<file path="src/rtl/overture_pkg.sv">
// Shared encodings for the overture register file: instruction modes, condition codes,
// FSM states and register-file geometry.
package overture_pkg;

  localparam int REG_COUNT = 6;
  localparam int IO_INDEX  = 6;

  typedef enum logic [1:0] {
    MODE_IMM  = 2'b00,
    MODE_CALC = 2'b01,
    MODE_COPY = 2'b10,
    MODE_COND = 2'b11
  } mode_e;

  typedef enum logic [2:0] {
    COND_NEVER  = 3'b000,
    COND_EQ     = 3'b001,
    COND_LT     = 3'b010,
    COND_LE     = 3'b011,
    COND_ALWAYS = 3'b100,
    COND_NE     = 3'b101,
    COND_GE     = 3'b110,
    COND_GT     = 3'b111
  } cond_e;

  typedef enum logic [1:0] {
    ST_RUN      = 2'd0,
    ST_WAIT_IN  = 2'd1,
    ST_WAIT_OUT = 2'd2
  } state_e;

endpackage

</file>
<file path="src/rtl/overture_cond_eval.sv">
// Combinational branch-condition decode: tests an 8-bit two's-complement value
// against one of eight condition codes.
module overture_cond_eval
  import overture_pkg::*;
(
  input  logic [7:0] value_i,
  input  logic [2:0] code_i,
  output logic       taken_o
);

  logic is_zero;
  logic is_neg;

  assign is_zero = (value_i == 8'h00);
  assign is_neg  = value_i[7];

  always_comb begin
    taken_o = 1'b0;
    case (cond_e'(code_i))
      COND_NEVER:  taken_o = 1'b0;
      COND_EQ:     taken_o = is_zero;
      COND_LT:     taken_o = is_neg;
      COND_LE:     taken_o = is_neg | is_zero;
      COND_ALWAYS: taken_o = 1'b1;
      COND_NE:     taken_o = !is_zero;
      COND_GE:     taken_o = !is_neg;
      COND_GT:     taken_o = !is_neg && !is_zero;
      default:     taken_o = 1'b0;
    endcase
  end

endmodule

</file>
<file path="src/rtl/overture_regfile.sv">
// Six-entry register file with immediate/calculate/copy/condition instructions.
// Port-mapped I/O on index 6 is compiled in only when OVERTURE_IO_EN is defined.
module overture_regfile
  import overture_pkg::*;
#(
  parameter int UUID = 0,
  parameter     NAME = ""
) (
  input  logic       clk,
  input  logic       rst,
  input  logic [7:0] Instruction,
  input  logic       Instr_Valid,
  output logic       Instr_Ready,
  input  logic [7:0] ALU_Result,
  output logic [7:0] Input_1,
  output logic [7:0] Input_2,
  output logic [7:0] Reg0,
  output logic [7:0] Reg3,
  output logic       Jump,
  output logic [7:0] Jump_Target,
  input  logic [7:0] In_Data,
  input  logic       In_Valid,
  output logic       In_Ready,
  output logic [7:0] Out_Data,
  output logic       Out_Valid,
  input  logic       Out_Ready
);

  state_e     state_q, state_d;
  logic [7:0] reg_val [REG_COUNT];
  logic       wr_en;
  logic [2:0] wr_idx;
  logic [7:0] wr_data;
  logic       route_en;
  logic [2:0] route_dst;
  logic [7:0] route_data;
  logic [7:0] src_val;
  logic       taken;
  logic       accept;
  logic       jump_q, jump_d;
  logic [7:0] jump_target_q, jump_target_d;
  logic [2:0] src_idx, dst_idx;

`ifdef OVERTURE_IO_EN
  logic       in_ready;
  logic [2:0] wait_dst_q, wait_dst_d;
  logic [7:0] out_data_q, out_data_d;
  logic       out_valid_q, out_valid_d;
`endif

  assign src_idx = Instruction[5:3];
  assign dst_idx = Instruction[2:0];
  assign accept  = Instr_Valid && Instr_Ready;

  overture_cond_eval u_cond (
    .value_i (reg_val[3]),
    .code_i  (Instruction[2:0]),
    .taken_o (taken)
  );

  // Index 7 (and 6 without I/O) reads as zero.
  always_comb begin
    src_val = 8'h00;
    if (src_idx < 3'(REG_COUNT)) begin
      src_val = reg_val[src_idx];
    end
`ifdef OVERTURE_IO_EN
    else if (src_idx == 3'(IO_INDEX)) begin
      src_val = In_Data;
    end
`endif
  end

  always_comb begin
    state_d       = state_q;
    jump_d        = 1'b0;
    jump_target_d = jump_target_q;
    wr_en         = 1'b0;
    wr_idx        = 3'd0;
    wr_data       = 8'h00;
    route_en      = 1'b0;
    route_dst     = dst_idx;
    route_data    = src_val;
`ifdef OVERTURE_IO_EN
    in_ready      = 1'b0;
    wait_dst_d    = wait_dst_q;
    out_data_d    = out_data_q;
    out_valid_d   = out_valid_q;
`endif
    case (state_q)
      ST_RUN: begin
        if (accept) begin
          case (mode_e'(Instruction[7:6]))
            MODE_IMM: begin
              wr_en   = 1'b1;
              wr_idx  = 3'd0;
              wr_data = {2'b00, Instruction[5:0]};
            end
            MODE_CALC: begin
              wr_en   = 1'b1;
              wr_idx  = 3'd3;
              wr_data = ALU_Result;
            end
            MODE_COPY: begin
`ifdef OVERTURE_IO_EN
              if (src_idx == 3'(IO_INDEX) && !In_Valid) begin
                wait_dst_d = dst_idx;
                state_d    = ST_WAIT_IN;
              end else begin
                in_ready = (src_idx == 3'(IO_INDEX));
                route_en = 1'b1;
              end
`else
              route_en = 1'b1;
`endif
            end
            MODE_COND: begin
              if (taken) begin
                jump_d        = 1'b1;
                jump_target_d = reg_val[0];
              end
            end
            default: ;
          endcase
        end
      end
`ifdef OVERTURE_IO_EN
      ST_WAIT_IN: begin
        in_ready = 1'b1;
        if (In_Valid) begin
          state_d    = ST_RUN;
          route_en   = 1'b1;
          route_dst  = wait_dst_q;
          route_data = In_Data;
        end
      end
      ST_WAIT_OUT: begin
        if (Out_Ready) begin
          out_valid_d = 1'b0;
          state_d     = ST_RUN;
        end
      end
`endif
      default: state_d = ST_RUN;
    endcase

    // A completed copy lands either in the output port or the register write port;
    // indices with no backing register simply match nothing below.
    if (route_en) begin
`ifdef OVERTURE_IO_EN
      if (route_dst == 3'(IO_INDEX)) begin
        out_data_d  = route_data;
        out_valid_d = 1'b1;
        state_d     = ST_WAIT_OUT;
      end else
`endif
      begin
        wr_en   = 1'b1;
        wr_idx  = route_dst;
        wr_data = route_data;
      end
    end
  end

  always_ff @(posedge clk or posedge rst) begin
    if (rst) begin
      state_q       <= ST_RUN;
      jump_q        <= 1'b0;
      jump_target_q <= 8'h00;
    end else begin
      state_q       <= state_d;
      jump_q        <= jump_d;
      jump_target_q <= jump_target_d;
    end
  end

  genvar gi;
  for (gi = 0; gi < REG_COUNT; gi++) begin : g_reg
    logic [7:0] data_q;
    always_ff @(posedge clk or posedge rst) begin
      if (rst) begin
        data_q <= 8'h00;
      end else if (wr_en && wr_idx == 3'(gi)) begin
        data_q <= wr_data;
      end
    end
    assign reg_val[gi] = data_q;
  end

`ifdef OVERTURE_IO_EN
  always_ff @(posedge clk or posedge rst) begin
    if (rst) begin
      wait_dst_q  <= 3'd0;
      out_data_q  <= 8'h00;
      out_valid_q <= 1'b0;
    end else begin
      wait_dst_q  <= wait_dst_d;
      out_data_q  <= out_data_d;
      out_valid_q <= out_valid_d;
    end
  end

  assign In_Ready  = in_ready;
  assign Out_Data  = out_data_q;
  assign Out_Valid = out_valid_q;
`else
  logic unused_io;
  assign unused_io = ^{In_Data, In_Valid, Out_Ready};
  assign In_Ready  = 1'b0;
  assign Out_Data  = 8'h00;
  assign Out_Valid = 1'b0;
`endif

  assign Instr_Ready = (state_q == ST_RUN);
  assign Input_1     = reg_val[1];
  assign Input_2     = reg_val[2];
  assign Reg0        = reg_val[0];
  assign Reg3        = reg_val[3];
  assign Jump        = jump_q;
  assign Jump_Target = jump_target_q;

endmodule

</file>
<file path="config.mk">
export PLATFORM = sky130hd
export DESIGN_NAME = overture_regfile
export DESIGN_NICKNAME = d
export VERILOG_FILES = /design/src/rtl/overture_pkg.sv /design/src/rtl/overture_cond_eval.sv /design/src/rtl/overture_regfile.sv
export SDC_FILE = /design/constraint.sdc
export NUM_CORES = 1
export LEC_CHECK = 0
export CAP_MARGIN = 20
export CORE_ASPECT_RATIO = 1.75
export CORE_MARGIN = 10
export CORE_UTILIZATION = 43
export CTS_CLUSTER_DIAMETER = 50
export DETAILED_ROUTE_END_ITERATION = 10
export PLACE_DENSITY = 0.85
export SYNTH_ARGS = -nofsm -noshare
export SYNTH_HDL_FRONTEND = slang
export SYNTH_SLANG_ARGS = --single-unit
</file>
<file path="constraint.sdc">
create_clock -name clk -period 2 [get_ports clk]
set_input_delay 0.2 -clock clk [delete_from_list [all_inputs] [get_ports clk]]
set_output_delay 0.2 -clock clk [all_outputs]
set_load 0.05 [all_outputs]
</file>
# == Word-level counts from Yosys, hierarchy flattened ==
# Cells that the tools add are included.
# word_totals
elab_cells,61
output_inout_bits,52
input_bits,29
ff_bits,57
# classes
reduce_logical,15
n_eq_ne,15
bitwise_logic,2
order_cmp,2
muxes,19
# op_table
op,n
8-bit two-way mux,5
8-bit binary-select mux with 3-bit select,1
3-bit equality test (second input constant),6
8-bit case mux with 2 select lines,1
3-bit by 2-bit equality test with 1-bit output (second input constant),4
8-bit logical NOT,1
1-bit two-way mux,8
1-bit case mux with 8 select lines,1
1-bit logical AND,7
3-bit by 1-bit equality test with 1-bit output (second input constant),2
3-bit logical NOT,2
2-bit equality test (second input constant),2
4-bit greater-or-equal comparator (second input constant),1
2-bit two-way mux,2
3-bit inverter with 4-bit output,1
3-bit less-than comparator (second input constant),1
3-bit two-way mux,1
3-bit AND reduction,1
2-bit by 1-bit equality test with 1-bit output (second input constant),1
1-bit logical NOT,2
2-bit logical NOT,1
2-bit OR reduction,1
1-bit bitwise OR,1

# == Logic depth before layout (Yosys ltp) ==
# Gate-level depths: netlist of run 1.
# depth
ltp_word,7
mapped_depth,7
depth_no_buf,4

# == Hierarchy ==
# Synthesis of run 1 repeated with hierarchy kept, for this count alone.
# hier_totals
hier_cells,285
area_unflattened_um2,2902.8
# modules_own_cells
module,cells_per_inst,seq_area_each_um2,area_each_um2,n_inst
overture_regfile,280,1426.4,2861.5,1
overture_cond_eval,5,0.0,41.3,1

# == Worst setup path before layout of run 1 ==
# OpenSTA, ideal clock, no wires.
# synth_timing
path_type,flip-flop to flip-flop
startpoint,register g_reg[3].data_q[2] (netlist: Reg3[2])
endpoint,register jump_target_q[0] (netlist: Jump_Target[0])
path_stages_with_launch,5
period_less_slack_ps,2376
path_buffers,0
setup_ps,125
required_time_ps,1875
path_slack_ps,-376
arrival_ps,2251
cell_sequence,dfrtp_1 or4b_1 o31ai_2 mux2i_2 mux2_2
# synth_via
elab_chain_len,5
word_cells_on_any_way,6
cone_classes,1 x mux; 1 x bitwise; 4 x reduce/logical
# synth_lines
item,line,source
start: declaration,overture_regfile.sv:179,logic [7:0] data_q;
start signal: assignment,overture_regfile.sv:184,data_q <= wr_data;
8-bit logical NOT (*),overture_cond_eval.sv:14,assign is_zero = (value_i == 8'h00);
1-bit logical NOT,"overture_cond_eval.sv:25, overture_cond_eval.sv:27",
1-bit logical AND,overture_cond_eval.sv:27,COND_GT: taken_o = !is_neg && !is_zero;
1-bit case mux with 8 select lines (*),overture_cond_eval.sv:19,case (cond_e'(code_i))
3-bit AND reduction (no source line) (*),-,
end signal: assignment,overture_regfile.sv:173,jump_target_q <= jump_target_d;
end: declaration,overture_regfile.sv:41,"logic [7:0] jump_target_q, jump_target_d;"
# Mark *: on every way between the ends. The rest lies on a longest branch, timed or not.
# A chain may end at the register's enable or synchronous reset.

# == Worst setup path in the final report of run 1 ==
# layout_timing
startpoint,register g_reg[3].data_q[1] (netlist: Reg3[1])
endpoint,register jump_target_q[4] (netlist: Jump_Target[4])
# Same word-level chain as after synthesis.

==> impl_metrics.py, run 1 <==
metrics = {
    "layout": {
        "final_area_um2": 4080,
        "syn_to_final_growth_pct": 44.2,
        "layout-drive-gt1-share_pct": 22.9,
        "antenna-diode-count": 0,
        "fill_cells": 500,
        "multiInputGateArea_um2": 1360,
        "fin_util_pct": 62.8,
        "nets": 395,
        "seqCellArea_um2": 1430,
    },
    "logic_synthesis": {
        "synth_top_area_cell": "dfrtp_1",
        "ys_ff_latch": 57,
        "synth-edff-count": 0,
        "synthTopCellsByArea": "dfrtp_1 50%, mux2i_1 9.9%, mux2_2 8.8%",
        "synth_commonest_cells": "57 x dfrtp_1, 42 x nor2_1, 28 x mux2i_1",
        "yosysSeqAreaShare_pct": 50.4,
        "syn_inst": 273,
        "synth_top_area_share_pct": 50.4,
        "syn_area_um2": 2830,
        "async_flop_share_pct": 100,
        "yosysWarnings": 0,
        "synth_cell_types": 30,
        "synth.most_common_cell": "dfrtp_1",
        "ys_dominant_reg_cell": "dfrtp_1",
        "synth_area_per_cell_um2": 10.4,
    },
    "route": {
        "drc": 0,
        "dr_wl_met3_um": 502,
        "top_layer_used": "met4",
        "wl_per_cell_um": 18.4,
        "wl_met1_um": 3030,
        "dr.pass1.iters": 4,
        "met2_length_um": 4550,
        "vias": 2481,
        "ant_nets": 0,
        "wirelength_um": 8350,
        "viasPerCell": 5.48,
        "drt_iter0_markers": 252,
    },
    "run_status": {
        "violations": "setup timing",
        "status": "complete, but fails checks",
    },
    "timing": {
        "min_period_over_period_pct": 108,
        "worst_slew_margin_rel_pct": 64.0,
        "slew_violations": 0,
        "hold-worst-slack_ps": 238,
        "fin_ws_ps": -159,
        "worstMarginPinSlew_ps": 538,
        "hold_viol": 0,
        "grt_setup_unrepaired": "true",
        "setup-violations-final": 8,
        "fmax_mhz": 463,
        "min_period_ps": 2160,
        "skew_ps": 5.44,
    },
    "global_route": {
        "grt_antenna_before_repair": 0,
        "grt_pass1_wl_um": 13300,
        "grt_overflow_total": 0,
        "first_global_vias": 2512,
        "grt_usage_pct": 16.5,
        "grt_start_max_net_pins": 58,
    },
    "worst_setup_path": {
        "end_kind": "register",
        "startpoint_type": "register",
        "path_class": "reg2reg",
        "cp_max_fo": 7,
        "crit_arrival_ps": 2370,
        "critPathRequiredTime_ps": 2210,
    },
    "die": {
        "coreArea_um2": 6490,
        "die_w_um": 81.3,
        "die_h_um": 127,
        "die_area_um2": 10400,
        "num_io_pins": 81,
        "start_util_pct": 43.6,
        "core.rowCount": 39,
    },
    "power": {
        "clock_power_share_pct": 31.3,
        "seqPwrFrac_pct": 33.4,
        "swShare_pct": 35.8,
        "power_density_nw_per_um2": 1160,
        "peakVddDrop_uv": 552,
        "internal_power_mw": 3.04,
        "p_leak_nw": 1.83,
        "comb_power_share_pct": 35.3,
        "p_switching_mw": 1.70,
    },
    "place": {
        "io_buffers": 59,
        "post_dp_cell_area_um2": 3740,
        "dpl.hpwl_um": 6200,
        "post-place-ws_ps": -380,
        "gp_congestion": 0.934,
    },
    "clock_network": {
        "cts_buffers": 9,
        "insertion_delay_ps": 330,
        "root_buffer": "clkbuf_16",
        "cts_tree": "done",
        "cts_max_level": 3,
        "cts_sinks": 57,
        "cts_buffer_depth": 2,
        "path_clk_slew_ps": 50,
        "holdBufCountCts": 0,
    },
    "worst_hold_path": {
        "min_path_type": "in2async",
    },
    "flow_run": {
        "maxCapViolCount": 0,
    },
}
per-layer routing:
layer	track usage (%)	vias to the layer above
met2	29.1	92
met3	4.42	26
met5	0	-
li1	-	1148
met4	7.47	0
met1	17.5	1215
power groups by stage:
stage | Clock, mW | Sequential [mW] | Combinational (mW)
after floorplan | 0 | 2.09 | 0.518
after global placement | 0 | 1.58 | 1.60
after detailed placement | 0 | 1.59 | 1.63
after CTS | 1.50 | 1.58 | 1.67
after global routing | 1.55 | 1.61 | 1.77
final | 1.48 | 1.58 | 1.67
state kept, by name, indices dropped and copies added (netlist names):
name / count
Jump_Target: 8
g.data_q: 16
Reg0: 8
Jump: 1
Input_1: 8
Input_2: 8
Reg3: 8
kinds of logic (layout without fill, tap and decap cells):
| family | after synthesis | count (layout) | share of synthesized area, % |
|---|---|---|---|
| multiplexers | 51 | 51 | 19.2 |
| AO/OA/AOI/OAI | 61 | 61 | 12.6 |
| buffers and inverters | 23 | 112 | 4.69 |
| other | 2 | 11 | 0.265 |
| AND/OR/NAND/NOR | 79 | 79 | 12.9 |
| flip-flops | 57 | 57 | 50.4 |
timing repair:
action | in CTS | in global routing
pin swaps | 2 | 2
cloned | 0 | 0
setup endpoints to repair | 8 | 10
resized for setup | 7 | 3
buffers inserted | 0 | 1
placed cells by master, fill, tap and decap left out, drive strengths merged, types with 8 or more instances in the layout:
cell type	n
clkdlybuf4s50	59
dfrtp	57
nor2	42
buf	36
mux2i	29
a21oi	22
mux2	22
o21ai	18
clkbuf	13
nand2	11
conb	11
a31oi	8
per-stage QoR:
stage	TNS (ps)	power (mW)	instances
6_report	-1170	4.74	453
5_1_grt	-1540	4.93	453
4_1_cts	-1190	4.75	452
3_5_place_dp	-3730	3.22	436
2_1_floorplan	-1780	2.61	282
3_3_place_gp	-3230	3.18	436
final timing paths:
kind | start | to | slack, ps | cells after the start
min reg2reg | Jump_Target[7]$_DFFE_PP0P_ | Jump_Target[7]$_DFFE_PP0P_ | 510 | 1
max reg2reg | Reg3[1]$_DFFE_PP0P_ | Jump_Target[4]$_DFFE_PP0P_ | -160 | 5
max in group asynchronous | rst | Reg3[2]$_DFFE_PP0P_ | 1490 | 3
min | rst | g_reg[4].data_q[4]$_DFFE_PP0P_ | 240 | 3
max | Reg3[1]$_DFFE_PP0P_ | Jump_Target[4]$_DFFE_PP0P_ | -160 | 5
min in group clk | Jump_Target[7]$_DFFE_PP0P_ | Jump_Target[7]$_DFFE_PP0P_ | 510 | 1
area by class of cell:
type                    count  share of cell area [%]
clock buffers              13                    6.13
clock inverters             3                   0.982
inverters                   1                  0.0920
multi-input cells         202                    33.3
flip-flops and latches     57                    35.2
well taps                  82                    2.52
repair buffers             95                    21.8
critical path, cell delays in order (launching register included):
cell	delay, ps
dfrtp_2	420
or4b_4	530
o31ai_4	290
mux2i_4	330
buf_12	160
mux2_4	300
Note: power is estimated with default switching activity, not from simulation.
==> inputs of run 2 (changes only) <==
--- a/config.mk
+++ b/config.mk
@@ -5,7 +5,7 @@
 export SDC_FILE = /design/constraint.sdc
 export NUM_CORES = 1
 export LEC_CHECK = 0
-export CAP_MARGIN = 20
+export CAP_MARGIN = 25
 export CORE_ASPECT_RATIO = 1.75
 export CORE_MARGIN = 10
 export CORE_UTILIZATION = 43
==> results of run 2 <==
No change in the layout: final DEF, timing and power equal those of run 1.
==> inputs of run 3 (changes only) <==
--- a/config.mk
+++ b/config.mk
@@ -7,11 +7,11 @@
 export LEC_CHECK = 0
 export CAP_MARGIN = 25
 export CORE_ASPECT_RATIO = 1.75
-export CORE_MARGIN = 10
-export CORE_UTILIZATION = 43
+export CORE_MARGIN = 1
+export CORE_UTILIZATION = 40
 export CTS_CLUSTER_DIAMETER = 50
 export DETAILED_ROUTE_END_ITERATION = 10
-export PLACE_DENSITY = 0.85
+export PLACE_DENSITY = 0.72
 export SYNTH_ARGS = -nofsm -noshare
 export SYNTH_HDL_FRONTEND = slang
 export SYNTH_SLANG_ARGS = --single-unit
==> impl_metrics.py, run 3 (same netlist as run 1, synthesis figures left out) <==
metrics = {
    "die": {
        "die_w_um": 65.6,
        "core.rowCount": 40,
        "num_io_pins": 81,
        "coreArea_um2": 6860,
        "die_h_um": 113,
        "die_area_um2": 7430,
        "start_util_pct": 41.3,
    },
    "power": {
        "swShare_pct": 35.4,
        "finalPower_mw": 4.90,
        "seqPwrFrac_pct": 32.2,
        "peakVddDrop_uv": 660,
        "internal_power_mw": 3.17,
        "p_switching_mw": 1.74,
        "clock_power_share_pct": 34.1,
        "power_density_nw_per_um2": 1180,
        "comb_power_share_pct": 33.7,
        "p_leak_nw": 1.87,
    },
    "global_route": {
        "grt_pass1_wl_um": 13100,
        "first_global_vias": 2559,
        "grt_antenna_before_repair": 0,
        "grt_usage_pct": 24.3,
        "grt_start_max_net_pins": 25,
        "grt_overflow_total": 0,
    },
    "worst_setup_path": {
        "path_cells": "or4_4 -> o31ai_4 -> mux2i_4 -> buf_12 -> mux2_2",
        "crit_arrival_ps": 2340,
        "end_kind": "register",
        "critPathRequiredTime_ps": 2220,
        "path_class": "reg2reg",
        "critPathMaxStageDelay_ps": 550,
        "cp_max_fo": 9,
        "crit_slowest_cell": "or4_4",
        "startpoint_type": "register",
    },
    "route": {
        "viasPerCell": 5.39,
        "dr.pass1.iters": 5,
        "wirelength_um": 8260,
        "drt_iter0_markers": 239,
        "drc": 0,
        "ant_nets": 0,
        "vias": 2494,
        "wl_per_cell_um": 17.8,
    },
    "clock_network": {
        "cts_sinks": 57,
        "cts_buffer_depth": 2,
        "cts_max_level": 3,
        "cts_buffers": 9,
        "insertion_delay_ps": 330,
        "path_clk_slew_ps": 60,
        "cts_tree": "done",
        "root_buffer": "clkbuf_16",
        "holdBufCountCts": 0,
    },
    "timing": {
        "skew_ps": 8.23,
        "worst_slew_margin_rel_pct": 64.5,
        "slew_violations": 0,
        "fin_ws_ps": -121,
        "worstMarginPinSlew_ps": 531,
        "fin_setup_tns_ps": -919,
        "fmax_mhz": 472,
        "grt_setup_unrepaired": "true",
        "min_period_ps": 2120,
        "hold_viol": 0,
        "min_period_over_period_pct": 106,
        "setup-violations-final": 8,
    },
    "layout": {
        "largest_register_ffs": 16,
        "fin_cells": 463,
        "syn_to_final_growth_pct": 46.7,
        "final_cell_mix": "59 x clkdlybuf4s50_1, 51 x dfrtp_1, 42 x nor2_1, 42 x buf_4, 28 x mux2i_1",
        "layout-drive-gt1-share_pct": 25.3,
        "layout_commonest_cell": "clkdlybuf4s50_1",
        "antenna-diode-count": 0,
        "nets": 403,
        "fin_util_pct": 60.5,
        "top_register": "g.data_q",
    },
    "place": {
        "post-place-ws_ps": -397,
        "dp.cells": 444,
        "gp_congestion": 0.886,
        "io_buffers": 59,
        "dpl.hpwl_um": 6010,
    },
    "run_status": {
        "violations": "setup timing",
        "status": "complete, but fails checks",
    },
    "worst_hold_path": {
        "min_path_type": "in2async",
    },
    "flow_run": {
        "maxCapViolCount": 0,
    },
}
-- run 3: changes by cell type in the layout (fill, tap and decap cells not counted), sizes merged --
cell      change
bufinv        +1
clkinv        -1
buf           +8
clkinvlp      +3
clkbuf        -3
-- run 3: per-stage QoR --
step / instance area (um^2) / hold WS (ps)
2_1_floorplan: 2890 / 371
6_report: 4150 / 230
4_1_cts: 4140 / 250
3_3_place_gp: 3780 / 498
3_5_place_dp: 3780 / 500
5_1_grt: 4150 / 257
-- run 3: layout make-up --
cell class,count,area [um^2]
fill,545,2710
sequential,57,1430
inverter,1,3.75
tap,84,105
multi-input combinational,202,1330
timing repair buffer,103,946
clock buffer,10,239
clock inverter,6,91.3
-- run 3: worst paths after layout --
kind                                            start                         end  slack [ps]  cells past startpoint
max                               Reg3[6]$_DFFE_PP0P_  Jump_Target[3]$_DFFE_PP0P_        -120                      5
max in group asynchronous                         rst         Reg3[2]$_DFFE_PP0P_        1220                      3
min                                               rst  Jump_Target[0]$_DFFE_PP0P_         230                      2
min in group clk           Jump_Target[2]$_DFFE_PP0P_  Jump_Target[2]$_DFFE_PP0P_         510                      1
max reg2reg                       Reg3[6]$_DFFE_PP0P_  Jump_Target[3]$_DFFE_PP0P_        -120                      5
min reg2reg                Jump_Target[2]$_DFFE_PP0P_  Jump_Target[2]$_DFFE_PP0P_         510                      1
-- run 3: layer usage --
metal | vias up | global-route usage, % | share of wire (%) | wire length (um)
met3 | 19 | 4.03 | 3.8 | 317
li1 | 1157 | - | - | -
met5 | - | 0 | 0 | 0
met1 | 1221 | 27.0 | 39 | 3200
met4 | 0 | 12.9 | 3.4 | 281
met2 | 97 | 43.0 | 54 | 4470
-- run 3: worst max-delay path, delay by kind of cell (launching register included) --
family          cells  cell delay [ps]
mux                 2              630
simple gates        1              550
buf+inv             1              150
compound gates      1              290
flops               1              400
-- run 3: power groups by stage --
stage	Combinational (mW)	Clock [mW]	Sequential [mW]
CTS	1.66	1.69	1.58
global route	1.76	1.75	1.61
finish	1.66	1.67	1.58
floorplan	0.518	0	2.09
global placement	1.61	0	1.58
detailed placement	1.63	0	1.59
-- run 3: what timing repair did --
| item | CTS | global route |
|---|---|---|
| buffers inserted | 1 | 2 |
| gates resized for setup | 2 | 0 |
| setup endpoints to repair | 8 | 10 |
| endpoints found under the hold margin | 0 | 0 |
| pin swaps | 1 | 1 |
